## src/rtl/vga_bus_pkg.sv

```systemverilog
// Package: vga_bus_pkg
// Shared definitions for the VGA peripheral register map and for the bus
// master that drives it. The VGA peripheral decodes the same offsets, so the
// register layout lives here and nowhere else.
//   VGA_BASE_ADDR        default register base
//   VGA_X/Y/D_OFS        offsets of the X, Y and DATA registers from the base
//   VGA_X_MAX/VGA_Y_MAX  highest legal pixel coordinates
//   wr_state_e           write-sequencer states
//   pixel_req_t          one queued pixel request {x, y, pixel}
package vga_bus_pkg;

    localparam logic [7:0] VGA_BASE_ADDR = 8'hB0;
    localparam logic [7:0] VGA_X_OFS     = 8'd0;
    localparam logic [7:0] VGA_Y_OFS     = 8'd1;
    localparam logic [7:0] VGA_D_OFS     = 8'd2;
    localparam logic [7:0] VGA_X_MAX     = 8'd159;
    localparam logic [6:0] VGA_Y_MAX     = 7'd119;
    localparam int         REQ_W         = 16;

    typedef enum logic [1:0] {
        ST_IDLE = 2'd0,
        ST_WR_X = 2'd1,
        ST_WR_Y = 2'd2,
        ST_WR_D = 2'd3
    } wr_state_e;

    typedef struct packed {
        logic [7:0] x;
        logic [6:0] y;
        logic       pixel;
    } pixel_req_t;

    // True when the coordinate pair addresses a visible pixel.
    function automatic logic req_in_range(input logic [7:0] x, input logic [6:0] y,
                                          input logic [7:0] x_max, input logic [6:0] y_max);
        return (x <= x_max) && (y <= y_max);
    endfunction

endpackage

```

## src/rtl/pixel_req_fifo.sv

```systemverilog
// Module: pixel_req_fifo
// Synchronous FIFO holding pending pixel requests. The head entry is visible
// on pop_data whenever empty is low (show-ahead). Pointers carry one extra
// wrap bit so full and empty are distinguished without a separate counter.
//   clk, rst_n   clock, asynchronous active-low reset (empties the FIFO)
//   push         write push_data when not full (ignored when full)
//   pop          advance the head when not empty (ignored when empty)
//   pop_data     current head entry
//   full, empty  occupancy flags, derived from registered pointers only
module pixel_req_fifo
    import vga_bus_pkg::*;
#(
    parameter int WIDTH = REQ_W,
    parameter int DEPTH = 4
) (
    input  logic             clk,
    input  logic             rst_n,
    input  logic             push,
    input  logic [WIDTH-1:0] push_data,
    input  logic             pop,
    output logic [WIDTH-1:0] pop_data,
    output logic             full,
    output logic             empty
);

    localparam int AW = $clog2(DEPTH);

    logic [WIDTH-1:0] mem_r [DEPTH];
    logic [AW:0]      wr_ptr_r;
    logic [AW:0]      rd_ptr_r;
    logic             do_push_s;
    logic             do_pop_s;

    assign full      = (wr_ptr_r[AW] != rd_ptr_r[AW]) &&
                       (wr_ptr_r[AW-1:0] == rd_ptr_r[AW-1:0]);
    assign empty     = (wr_ptr_r == rd_ptr_r);
    assign do_push_s = push && !full;
    assign do_pop_s  = pop && !empty;
    assign pop_data  = mem_r[rd_ptr_r[AW-1:0]];

    // Pointer update; a push and a pop in the same cycle leave occupancy unchanged.
    always_ff @(posedge clk or negedge rst_n) begin
        if (!rst_n) begin
            wr_ptr_r <= '0;
            rd_ptr_r <= '0;
        end else begin
            if (do_push_s) begin
                wr_ptr_r <= wr_ptr_r + {{AW{1'b0}}, 1'b1};
            end
            if (do_pop_s) begin
                rd_ptr_r <= rd_ptr_r + {{AW{1'b0}}, 1'b1};
            end
        end
    end

    // Storage write; cleared on reset so the head never presents unknown data.
    always_ff @(posedge clk or negedge rst_n) begin
        if (!rst_n) begin
            for (int i = 0; i < DEPTH; i++) begin
                mem_r[i] <= '0;
            end
        end else if (do_push_s) begin
            mem_r[wr_ptr_r[AW-1:0]] <= push_data;
        end
    end

endmodule

```

## src/rtl/vga_pixel_bus_master.sv

```systemverilog
// Module: vga_pixel_bus_master
// Bus initiator that turns pixel requests into VGA register writes
// (X at BASE_ADDR, Y at BASE_ADDR+1, DATA at BASE_ADDR+2). X and Y writes are
// skipped when they repeat the last value written, so a stream of pixels on
// one coordinate costs a single DATA write each.
//   clk, rst_n                 clock, asynchronous active-low reset
//   req_valid/req_ready        request handshake; ready = FIFO not full
//   req_x, req_y, req_pixel    pixel column, row and value
//   bus_addr/bus_data/bus_we   registered bus write port, one strobe per write
//   busy                       requests pending or a sequence in progress
//   drop                       one-cycle pulse for an accepted out-of-range request
module vga_pixel_bus_master
    import vga_bus_pkg::*;
#(
    parameter logic [7:0] BASE_ADDR  = VGA_BASE_ADDR,
    parameter int         FIFO_DEPTH = 4,
    parameter logic [7:0] X_MAX      = VGA_X_MAX,
    parameter logic [6:0] Y_MAX      = VGA_Y_MAX
) (
    input  logic       clk,
    input  logic       rst_n,
    input  logic       req_valid,
    output logic       req_ready,
    input  logic [7:0] req_x,
    input  logic [6:0] req_y,
    input  logic       req_pixel,
    output logic [7:0] bus_addr,
    output logic [7:0] bus_data,
    output logic       bus_we,
    output logic       busy,
    output logic       drop
);

    typedef enum logic [1:0] {SEL_NONE, SEL_X, SEL_Y, SEL_D} wr_sel_e;

    localparam logic [7:0] X_ADDR = BASE_ADDR + VGA_X_OFS;
    localparam logic [7:0] Y_ADDR = BASE_ADDR + VGA_Y_OFS;
    localparam logic [7:0] D_ADDR = BASE_ADDR + VGA_D_OFS;

    pixel_req_t fifo_wdata_s;
    pixel_req_t fifo_rdata_s;
    pixel_req_t work_r;
    logic       fifo_full_s;
    logic       fifo_empty_s;
    logic       fifo_pop_s;
    logic       accept_s;
    logic       in_range_s;
    logic       push_s;

    wr_state_e  state_r;
    wr_state_e  state_nx_s;
    wr_sel_e    sel_s;

    logic [7:0] shadow_x_r;
    logic [6:0] shadow_y_r;
    logic       shadow_x_vld_r;
    logic       shadow_y_vld_r;
    logic       x_hit_s;
    logic       y_hit_s;
    logic       set_x_s;
    logic       set_y_s;

    logic       we_s;
    logic [7:0] addr_s;
    logic [7:0] data_s;
    logic [7:0] bus_addr_r;
    logic [7:0] bus_data_r;
    logic       bus_we_r;
    logic       drop_r;

    // Ready depends only on registered FIFO state, never on req_valid.
    assign req_ready    = !fifo_full_s;
    assign accept_s     = req_valid && req_ready;
    assign in_range_s   = req_in_range(req_x, req_y, X_MAX, Y_MAX);
    assign push_s       = accept_s && in_range_s;
    assign fifo_wdata_s = '{x: req_x, y: req_y, pixel: req_pixel};

    pixel_req_fifo #(
        .WIDTH (REQ_W),
        .DEPTH (FIFO_DEPTH)
    ) u_fifo (
        .clk       (clk),
        .rst_n     (rst_n),
        .push      (push_s),
        .push_data (fifo_wdata_s),
        .pop       (fifo_pop_s),
        .pop_data  (fifo_rdata_s),
        .full      (fifo_full_s),
        .empty     (fifo_empty_s)
    );

    assign x_hit_s = shadow_x_vld_r && (shadow_x_r == work_r.x);
    assign y_hit_s = shadow_y_vld_r && (shadow_y_r == work_r.y);

    // Sequencer: choose this cycle's write, chaining through skipped X/Y
    // writes in the same cycle so an unchanged coordinate costs no bus cycle.
    always_comb begin
        state_nx_s = state_r;
        sel_s      = SEL_NONE;
        fifo_pop_s = 1'b0;
        we_s       = 1'b0;
        addr_s     = bus_addr_r;
        data_s     = bus_data_r;
        set_x_s    = 1'b0;
        set_y_s    = 1'b0;

        case (state_r)
            ST_IDLE: begin
                if (!fifo_empty_s) begin
                    fifo_pop_s = 1'b1;
                    state_nx_s = ST_WR_X;
                end else begin
                    state_nx_s = ST_IDLE;
                end
            end
            ST_WR_X: begin
                if (!x_hit_s) begin
                    sel_s = SEL_X;
                end else if (!y_hit_s) begin
                    sel_s = SEL_Y;
                end else begin
                    sel_s = SEL_D;
                end
            end
            ST_WR_Y: begin
                if (!y_hit_s) begin
                    sel_s = SEL_Y;
                end else begin
                    sel_s = SEL_D;
                end
            end
            ST_WR_D: begin
                sel_s = SEL_D;
            end
            default: begin
                state_nx_s = ST_IDLE;
            end
        endcase

        case (sel_s)
            SEL_X: begin
                we_s       = 1'b1;
                addr_s     = X_ADDR;
                data_s     = work_r.x;
                set_x_s    = 1'b1;
                state_nx_s = ST_WR_Y;
            end
            SEL_Y: begin
                we_s       = 1'b1;
                addr_s     = Y_ADDR;
                data_s     = {1'b0, work_r.y};
                set_y_s    = 1'b1;
                state_nx_s = ST_WR_D;
            end
            SEL_D: begin
                we_s   = 1'b1;
                addr_s = D_ADDR;
                data_s = {7'b0, work_r.pixel};
                // Back-to-back: fetch the next request while DATA goes out.
                if (!fifo_empty_s) begin
                    fifo_pop_s = 1'b1;
                    state_nx_s = ST_WR_X;
                end else begin
                    state_nx_s = ST_IDLE;
                end
            end
            default: begin
                we_s = 1'b0;
            end
        endcase
    end

    // State, working request, shadows and registered bus outputs.
    always_ff @(posedge clk or negedge rst_n) begin
        if (!rst_n) begin
            state_r        <= ST_IDLE;
            work_r         <= '0;
            shadow_x_r     <= 8'd0;
            shadow_y_r     <= 7'd0;
            shadow_x_vld_r <= 1'b0;
            shadow_y_vld_r <= 1'b0;
            bus_addr_r     <= 8'd0;
            bus_data_r     <= 8'd0;
            bus_we_r       <= 1'b0;
            drop_r         <= 1'b0;
        end else begin
            state_r    <= state_nx_s;
            bus_addr_r <= addr_s;
            bus_data_r <= data_s;
            bus_we_r   <= we_s;
            drop_r     <= accept_s && !in_range_s;
            if (fifo_pop_s) begin
                work_r <= fifo_rdata_s;
            end
            if (set_x_s) begin
                shadow_x_r     <= work_r.x;
                shadow_x_vld_r <= 1'b1;
            end
            if (set_y_s) begin
                shadow_y_r     <= work_r.y;
                shadow_y_vld_r <= 1'b1;
            end
        end
    end

    assign bus_addr = bus_addr_r;
    assign bus_data = bus_data_r;
    assign bus_we   = bus_we_r;
    assign drop     = drop_r;
    assign busy     = !fifo_empty_s || (state_r != ST_IDLE);

endmodule

```

## config.mk

```make
export PLATFORM = sky130hd
export DESIGN_NAME = vga_pixel_bus_master
export DESIGN_NICKNAME = d
export VERILOG_FILES = /design/src/rtl/vga_bus_pkg.sv /design/src/rtl/pixel_req_fifo.sv /design/src/rtl/vga_pixel_bus_master.sv
export SDC_FILE = /design/constraint.sdc
export NUM_CORES = 1
export LEC_CHECK = 0
export CAP_MARGIN = 15
export CELL_PAD_IN_SITES_DETAIL_PLACEMENT = 1
export CELL_PAD_IN_SITES_GLOBAL_PLACEMENT = 1
export CORE_ASPECT_RATIO = 0.5
export CORE_MARGIN = 8
export CORE_UTILIZATION = 49
export CTS_CLUSTER_DIAMETER = 150
export CTS_CLUSTER_SIZE = 24
export DETAILED_ROUTE_END_ITERATION = 7
export GPL_TIMING_DRIVEN = 0
export PLACE_DENSITY_LB_ADDON = 0.1
export SLEW_MARGIN = 20
export SYNTH_ARGS = -nofsm -noshare
export SYNTH_HDL_FRONTEND = slang
export SYNTH_SLANG_ARGS = --single-unit
```

## constraint.sdc

```tcl
create_clock -name clk -period 3.5 [get_ports clk]
set_input_delay 0.525 -clock clk [delete_from_list [all_inputs] [get_ports clk]]
set_output_delay 0.525 -clock clk [all_outputs]
set_load 0.005 [all_outputs]
```

==> results of run 1 <==
==> routing by layer <==
metal	vias to the layer above	global-route usage	part of all wire
li1	1422	-	-
met1	1730	0.233	0.46
met2	62	0.299	0.49
met3	13	0.0500	0.037
met4	0	0.0663	0.0097
met5	-	0	0
==> layout by cell type, fill, tap and decap left out, types with 6 or more instances in the layout <==
master / n
dfrtp_1: 118
mux2_2: 71
clkdlybuf4s50_1: 34
mux2_4: 26
clkbuf_16: 17
o21ai_0: 16
mux4_2: 16
nand2_1: 13
xnor2_1: 12
buf_6: 12
xor2_1: 11
ha_1: 8
inv_1: 7
buf_4: 6
clkbuf_1: 6
a22oi_1: 6
==> worst max-delay path, cell delays in order, from the launching register on <==
cell and delay, ns:
dfrtp_1 0.44, xnor2_1 0.19, nand4_1 0.13, or3_1 0.45, o21ai_0 0.27, and2_2 0.21
inv_1 0.07, ha_1 0.29, nor2_1 0.51, nor2b_1 0.10, a31oi_1 0.23, a21oi_1 0.10
o21a_1 0.17
==> registers in the layout, indices dropped and copies added, names as in the netlist <==
| name | count |
|---|---|
| shadow_x_r | 8 |
| bus_we | 1 |
| drop | 1 |
| bus_addr | 3 |
| shadow_y_vld_r | 1 |
| u_fifo.wr_ptr_r | 3 |
| u_fifo.rd_ptr_r | 3 |
| shadow_y_r | 7 |
| state_r | 2 |
| shadow_x_vld_r | 1 |
| bus_data | 8 |
| work_r | 16 |
| u_fifo.mem_r | 64 |
==> where the power goes <==
part           internal, mW  switching (mW)
Clock                  1.26           0.612
Sequential             2.06           0.490
Combinational          1.81            1.35
Total                  5.13            2.45
==> worst max path at each step <==
stage | depth (start not counted) | startpoint | to
floorplan | 11 | work_r[8] | bus_data[0]
global placement | 1 | rst_n | u_fifo.mem_r[25]
detailed placement | 11 | work_r[8] | bus_data[0]
CTS | 11 | work_r[8] | bus_data[0]
global route | 11 | work_r[8] | bus_data[0]
finish | 12 | work_r[8] | bus_data[0]
==> layout make-up <==
cell class / instances / area, um2 / area share
Buffer: 24 / 213 / 0.0318
Clock buffer: 22 / 484 / 0.0724
Tap cell: 145 / 181 / 0.0271
Timing Repair Buffer: 36 / 379 / 0.0567
Sequential cell: 118 / 2950 / 0.442
Clock inverter: 9 / 148 / 0.0221
Inverter: 7 / 26.3 / 0.00393
Multi-Input combinational cell: 220 / 2300 / 0.344
==> stage by stage <==
step	power (mW)	util	area [um2]	setup TNS [ns]
final	7.58	0.611	6690	0
after global routing	7.99	0.611	6690	0
after CTS	7.64	0.611	6690	0
after detailed placement	5.69	0.554	6060	0
after global placement	5.45	0.551	6030	-274.44
after floorplan	4.77	-	5500	0
==> cell usage after synthesis, types with 3 or more instances <==
cell type / count / share of area
xnor2_1: 12 / 0.019
mux4_2: 16 / 0.066
buf_6: 11 / 0.023
dfrtp_1: 118 / 0.54
and2_4: 3 / 0.0048
ha_1: 8 / 0.018
nand3_1: 4 / 0.0036
nand2_1: 13 / 0.0089
inv_1: 7 / 0.0048
o21ai_0: 17 / 0.015
a21oi_1: 4 / 0.0036
xor2_1: 11 / 0.018
buf_4: 6 / 0.0082
mux2_2: 71 / 0.15
clkbuf_1: 6 / 0.0041
mux2_4: 26 / 0.071
a22oi_1: 6 / 0.0082
==> logic make-up after synthesis <==
kind of cell | Yosys count | share of synthesized area
AND/OR/NAND/NOR | 40 | 0.0437
other | 1 | 0.000683
adder cells (fa/ha/maj) | 8 | 0.0182
AO/OA/AOI/OAI | 33 | 0.0365
multiplexers | 113 | 0.282
XOR/XNOR | 23 | 0.0367
buffers and inverters | 32 | 0.0442
flip-flops | 118 | 0.538
==> impl_metrics.ini, run 1 <==
[power]
leakage_nw = 2.88
p_per_area_nw_per_um2 = 1130
irDropWorstVdd_mv = 0.441

[drt]
drt_wl_total_mm = 12.9
drt_pass1_iterations = 4
wl_per_cell_um = 22.3
viasPerCell = 5.55
drtIter0Drc = 173
antenna_left = 0
via_count = 3227
drcViolationCount = 0

[floorplanning]
dieWidth_um = 166
die_h_um = 90.9
io_pins = 39
start_util = 0.502
dieArea_um2 = 15100
core-area_um2 = 10900
num_rows = 27

[timing]
whs_ns = 0.101
setup_viol = 0
finClkSkew_ns = 0.0102
slew_viol_final = 0
fin_ws_ns = 0.222
slew_headroom = 0.407
hold_viol = 0
grt_setup_unrepaired = no
worst_pin_slew_ns = 0.890
finalCritPeriodShare = 0.937
max_freq_mhz = 305
timing.final.crit_period_ns = 3.28

[finish]
nFillCells = 1029
drive_gt1_frac = 0.411
syn_to_final_growth_pct = 21.8
fin_nets = 451
final-instance-count-excl-fill = 581
antenna_cells = 0

[global_routing]
grt_pass1_vias = 3773
grt_pass1_wl_mm = 21.5
grt_max_degree = 69
grt.total_usage = 0.184
antenna_found_initial = 0
grt_overflow = 0

[clock_tree]
postCtsSetupRepairBufs = 0
clk_pin_slew_ns = 0.06
cts_buffer_depth = 2
cts_tree = built
ctsResizeCount = 0
cts_sinks = 118
cts_hold_buf = 0
insertion_delay_ns = 0.41
cts_htree_levels = 4
cts_inserted_buffers = 17
root_buffer = clkbuf_16

[critical_path]
reg2reg_from = work_r[8]
required_ns = 3.80
cp.arrival_ns = 3.58
crit_type = flip-flop to flip-flop
critical_path.startpoint_type = flip-flop
critPathCaptureType = flip-flop
r2r_cells = 12
rrSetupSlack_ns = 0.22
path_max_fanout = 9
r2r-end = bus_data[0]

[yosys]
synth_edf_count = 0
ys_seq_area_frac = 0.538
synth-seq-cells = 118
async_reset_ff_frac = 1.00
synthCells = 368
synth.distinct_cells = 41
netlist_area_um2 = 5490
yosysWarnings = 0
synth-main-ff-cell = dfrtp_1
syn_avg_cell_area_um2 = 14.9

[placement]
routabilityCongestion = 0.775
place.port_buffers = 35
hpwl_mm = 8.93
pre_cts_slack_ns = 0.187
dp.cells = 551

[flow_run]
drv_cap = 0

[run_status]
status = finished clean

[worst_hold_path]
hold_class = input pin to async pin
Note: power is estimated with default switching activity, not from simulation.
==> run 2, diff against run 1 <==
- SLEW_MARGIN: 20 -> default
==> impl_metrics.ini, run 2 (synthesis results as in run 1) <==
[finish]
syn_to_final_growth_pct = 21.7
final_common_cell = dfrtp_1
fin_area_um2 = 6680
reg.largest.list = u_fifo.mem_r x64, work_r x16
nFillCells = 1021
utilization = 0.611
top_register = u_fifo.mem_r
fin_nets = 451
final-instance-count-excl-fill = 581
drive_gt1_frac = 0.411
final_cell_mix = 118 x dfrtp_1, 71 x mux2_2, 34 x clkdlybuf4s50_1
antenna_cells = 0
largest_reg_flops = 64

[clock_tree]
cts_tree = built
root_buffer = clkbuf_16
insertion_delay_ns = 0.41
cts_inserted_buffers = 17
ctsResizeCount = 0
cts_htree_levels = 4
cts_sinks = 118
cts_buffer_depth = 2
clk_pin_slew_ns = 0.06
postCtsSetupRepairBufs = 0

[placement]
hpwl_mm = 8.93
place.port_buffers = 35
dp.cells = 551
pre_cts_slack_ns = 0.187
routabilityCongestion = 0.775
placed_area_um2 = 6060

[flow_run]
drv_cap = 0

[timing]
fin_setup_tns_ns = 0
grt_setup_unrepaired = no
finalCritPeriodShare = 0.913
slew_headroom = 0.385
fin_ws_ns = 0.304
hold_viol = 0
whs_ns = 0.218
slew_viol_final = 0
setup_viol = 0
max_freq_mhz = 313
worst_pin_slew_ns = 0.923
timing.final.crit_period_ns = 3.20
finClkSkew_ns = 0.00967

[drt]
drt_wl_total_mm = 13.0
wl_per_cell_um = 22.4
drt_pass1_iterations = 4
drtIter0Drc = 144
drcViolationCount = 0
via_count = 3242
antenna_left = 0
viasPerCell = 5.58

[critical_path]
crit_type = flip-flop to flip-flop
reg2reg_from = work_r[8]
startpoint = work_r[8]
critPathCaptureType = flip-flop
path_max_fanout = 9
cp.arrival_ns = 3.49
required_ns = 3.79
critical_path.startpoint_type = flip-flop

[run_status]
status = finished clean

[floorplanning]
dieWidth_um = 166
start_util = 0.502
num_rows = 27
dieArea_um2 = 15100
die_h_um = 90.9
io_pins = 39
core-area_um2 = 10900

[global_routing]
antenna_found_initial = 0
grt_pass1_vias = 3687
grt_overflow = 0
grt_pass1_wl_mm = 21.3
grt.total_usage = 0.183
grt_max_degree = 69

[power]
leakage_nw = 2.88
p_per_area_nw_per_um2 = 1130
fin_total_pwr_mw = 7.57
irDropWorstVdd_mv = 0.437

[worst_hold_path]
hold_class = input pin to async pin
[run 2: cell counts in the layout (fill, tap and decap cells not counted)]
Identical to the previous run, type by type.
[run 2: area by class of cell]
class | count | area [um2] | share of cell area
plain buffers | 24 | 213 | 0.0318
clock buffers | 22 | 484 | 0.0724
clock inverters | 9 | 148 | 0.0221
inverters | 7 | 26.3 | 0.00393
multi-input cells | 220 | 2300 | 0.345
flip-flops and latches | 118 | 2950 | 0.442
well taps | 145 | 181 | 0.0271
repair buffers | 36 | 375 | 0.0562
[run 2: path summary, 6_finish.rpt]
kind	cells past startpoint	to	slack, ns
max in group asynchronous	2	u_fifo.mem_r[25]	2.49
worst min register to register	2	bus_data[5]	0.49
worst max register to register	11	bus_data[0]	0.30
worst max-delay path	11	bus_data[0]	0.30
min in group clk	2	bus_data[5]	0.49
worst min-delay path	1	bus_addr[5]	0.22
[run 2: where the power goes]
part	internal, mW	switching, mW	total [mW]
clock	1.26	0.612	1.87
sequential	2.06	0.494	2.55
combinational	1.82	1.34	3.15
[run 2: timing repair]
action	in CTS	in global routing
hold buffers	0	0
hold endpoints to repair	0	0
setup endpoints to repair	0	1
[run 2: layer usage]
layer  part of all wire  up-vias  track usage
met5                  0        -            0
met4              0.013        0       0.0529
met3              0.038       14       0.0560
met2               0.49       60        0.297
met1               0.46     1748        0.231
li1                   -     1420            -
[run 2: worst max-delay path, cell delays in order, from the launching register on]
cell and delay [ns]:
dfrtp_1 0.43, xnor2_1 0.19, nand4_1 0.12, or3_1 0.44, o21ai_0 0.27, and2_2 0.21
ha_1 0.36, nor2_1 0.23, a221o_1 0.36, a31oi_1 0.19, a21oi_1 0.10, o21a_1 0.17
==> run 3, diff against run 2 <==
- GPL_TIMING_DRIVEN: 0 -> default
==> impl_metrics.ini, run 3 (synthesis results as in run 1) <==
[run_status]
status = finished clean

[critical_path]
critPathCaptureType = flip-flop
startpoint = work_r[8]
path_max_fanout = 9
crit_type = flip-flop to flip-flop
cp.arrival_ns = 3.40
required_ns = 3.79
reg2reg_from = work_r[8]
critical_path.startpoint_type = flip-flop

[finish]
fin_area_um2 = 6480
antenna_cells = 0
drive_gt1_frac = 0.394
largest_reg_flops = 64
top_register = u_fifo.mem_r
final-instance-count-excl-fill = 564
fin_nets = 433
multiInputGateArea_um2 = 2300
syn_to_final_growth_pct = 18.0
final_common_cell = dfrtp_1
utilization = 0.592
reg.largest.list = u_fifo.mem_r x64, work_r x16
final_cell_mix = 118 x dfrtp_1, 71 x mux2_2, 34 x clkdlybuf4s50_1
final-seq-area_um2 = 2950
nFillCells = 1035

[floorplanning]
num_rows = 27
dieWidth_um = 166
dieArea_um2 = 15100
start_util = 0.502
io_pins = 39
die_h_um = 90.9
core-area_um2 = 10900

[power]
power_frac_comb = 0.408
irDropWorstVdd_mv = 0.462
leakage_nw = 2.77
p_per_area_nw_per_um2 = 1130
p_switching_mw = 2.41
p_int_mw = 4.91
swShare = 0.329
p_seq_frac = 0.351
fin_total_pwr_mw = 7.31
clock_power_share = 0.242

[timing]
worst_pin_slew_ns = 0.682
fin_ws_ns = 0.389
whs_ns = 0.143
grt_setup_unrepaired = no
max_freq_mhz = 321
timing.final.crit_period_ns = 3.11
fin_setup_tns_ns = 0
setup_viol = 0
slew_headroom = 0.545
finalCritPeriodShare = 0.889
finClkSkew_ns = 0.00619
slew_viol_final = 0
hold_viol = 0

[clock_tree]
cts_htree_levels = 4
cts_buffer_depth = 2
cts_sinks = 118
cts_inserted_buffers = 17
cts_tree = built
cts_hold_buf = 0
clk_pin_slew_ns = 0.05
ctsResizeCount = 0
postCtsSetupRepairBufs = 0
insertion_delay_ns = 0.41
root_buffer = clkbuf_16

[global_routing]
grt_overflow = 0
antenna_found_initial = 0
grt_pass1_wl_mm = 20.5
grt.total_usage = 0.175
grt_pass1_vias = 3575
grt_max_degree = 69

[drt]
drt_wl_total_mm = 12.6
drt_pass1_iterations = 4
wl_met1_mm = 6.15
wl_met2_mm = 5.75
antenna_left = 0
drcViolationCount = 0
viasPerCell = 5.62
drtIter0Drc = 87
maxUsedRoutingLayer = met4
wl_met3_um = 491
wl_per_cell_um = 22.3
via_count = 3172

[placement]
hpwl_mm = 8.41
placed_area_um2 = 5890
routabilityCongestion = 0.791
pre_cts_slack_ns = 0.508
place.port_buffers = 35
dp.cells = 532

[flow_run]
drv_cap = 0

[worst_hold_path]
hold_class = input pin to async pin
-- run 3: changes by cell type in the layout (fill, tap and decap cells not counted), moves of 2 or more --
cell	change
clkbuf_1	-3
buf_6	-11
clkinv_2	+2
clkbuf_8	-2
-- run 3: final cells by class --
class / instances / share of cell area
Clock buffer: 22 / 0.0716
Clock inverter: 10 / 0.0197
Inverter: 7 / 0.00405
Multi-Input combinational cell: 220 / 0.355
Sequential cell: 118 / 0.456
Tap cell: 145 / 0.0280
Timing Repair Buffer: 42 / 0.0656
-- run 3: layer usage --
layer / vias up / global-route usage
li1: 1391 / -
met1: 1690 / 0.235
met2: 73 / 0.267
met3: 18 / 0.0521
met4: 0 / 0.0551
met5: - / 0
-- run 3: worst max-delay path, stage by stage, from the launching register on --
cell,delay (ns)
dfrtp_1,0.45
xnor2_1,0.18
nand4_1,0.13
or3_1,0.46
o21ai_0,0.37
ha_1,0.32
nor2_1,0.07
buf_4,0.17
a221o_1,0.33
a31oi_1,0.21
a21oi_1,0.11
o21a_1,0.19
-- run 3: final timing paths --
path                            cells after the start  slack [ns]                to
min in group clk                                    2        0.46       bus_data[7]
worst max register to register                     11        0.39       bus_data[0]
max in group asynchronous                           2        2.54  u_fifo.mem_r[10]
worst max-delay path                               11        0.39       bus_data[0]
worst min register to register                      2        0.46       bus_data[7]
worst min-delay path                                1        0.14       bus_addr[5]
-- run 3: power groups by stage --
stage | Combinational (mW) | Sequential, mW | Clock [mW]
final | 2.98 | 2.57 | 1.77
after global routing | 3.22 | 2.65 | 1.85
after CTS | 3.01 | 2.57 | 1.79
after detailed placement | 2.97 | 2.57 | 0
after global placement | 2.83 | 2.50 | 0
after floorplan | 2.40 | 2.37 | 0
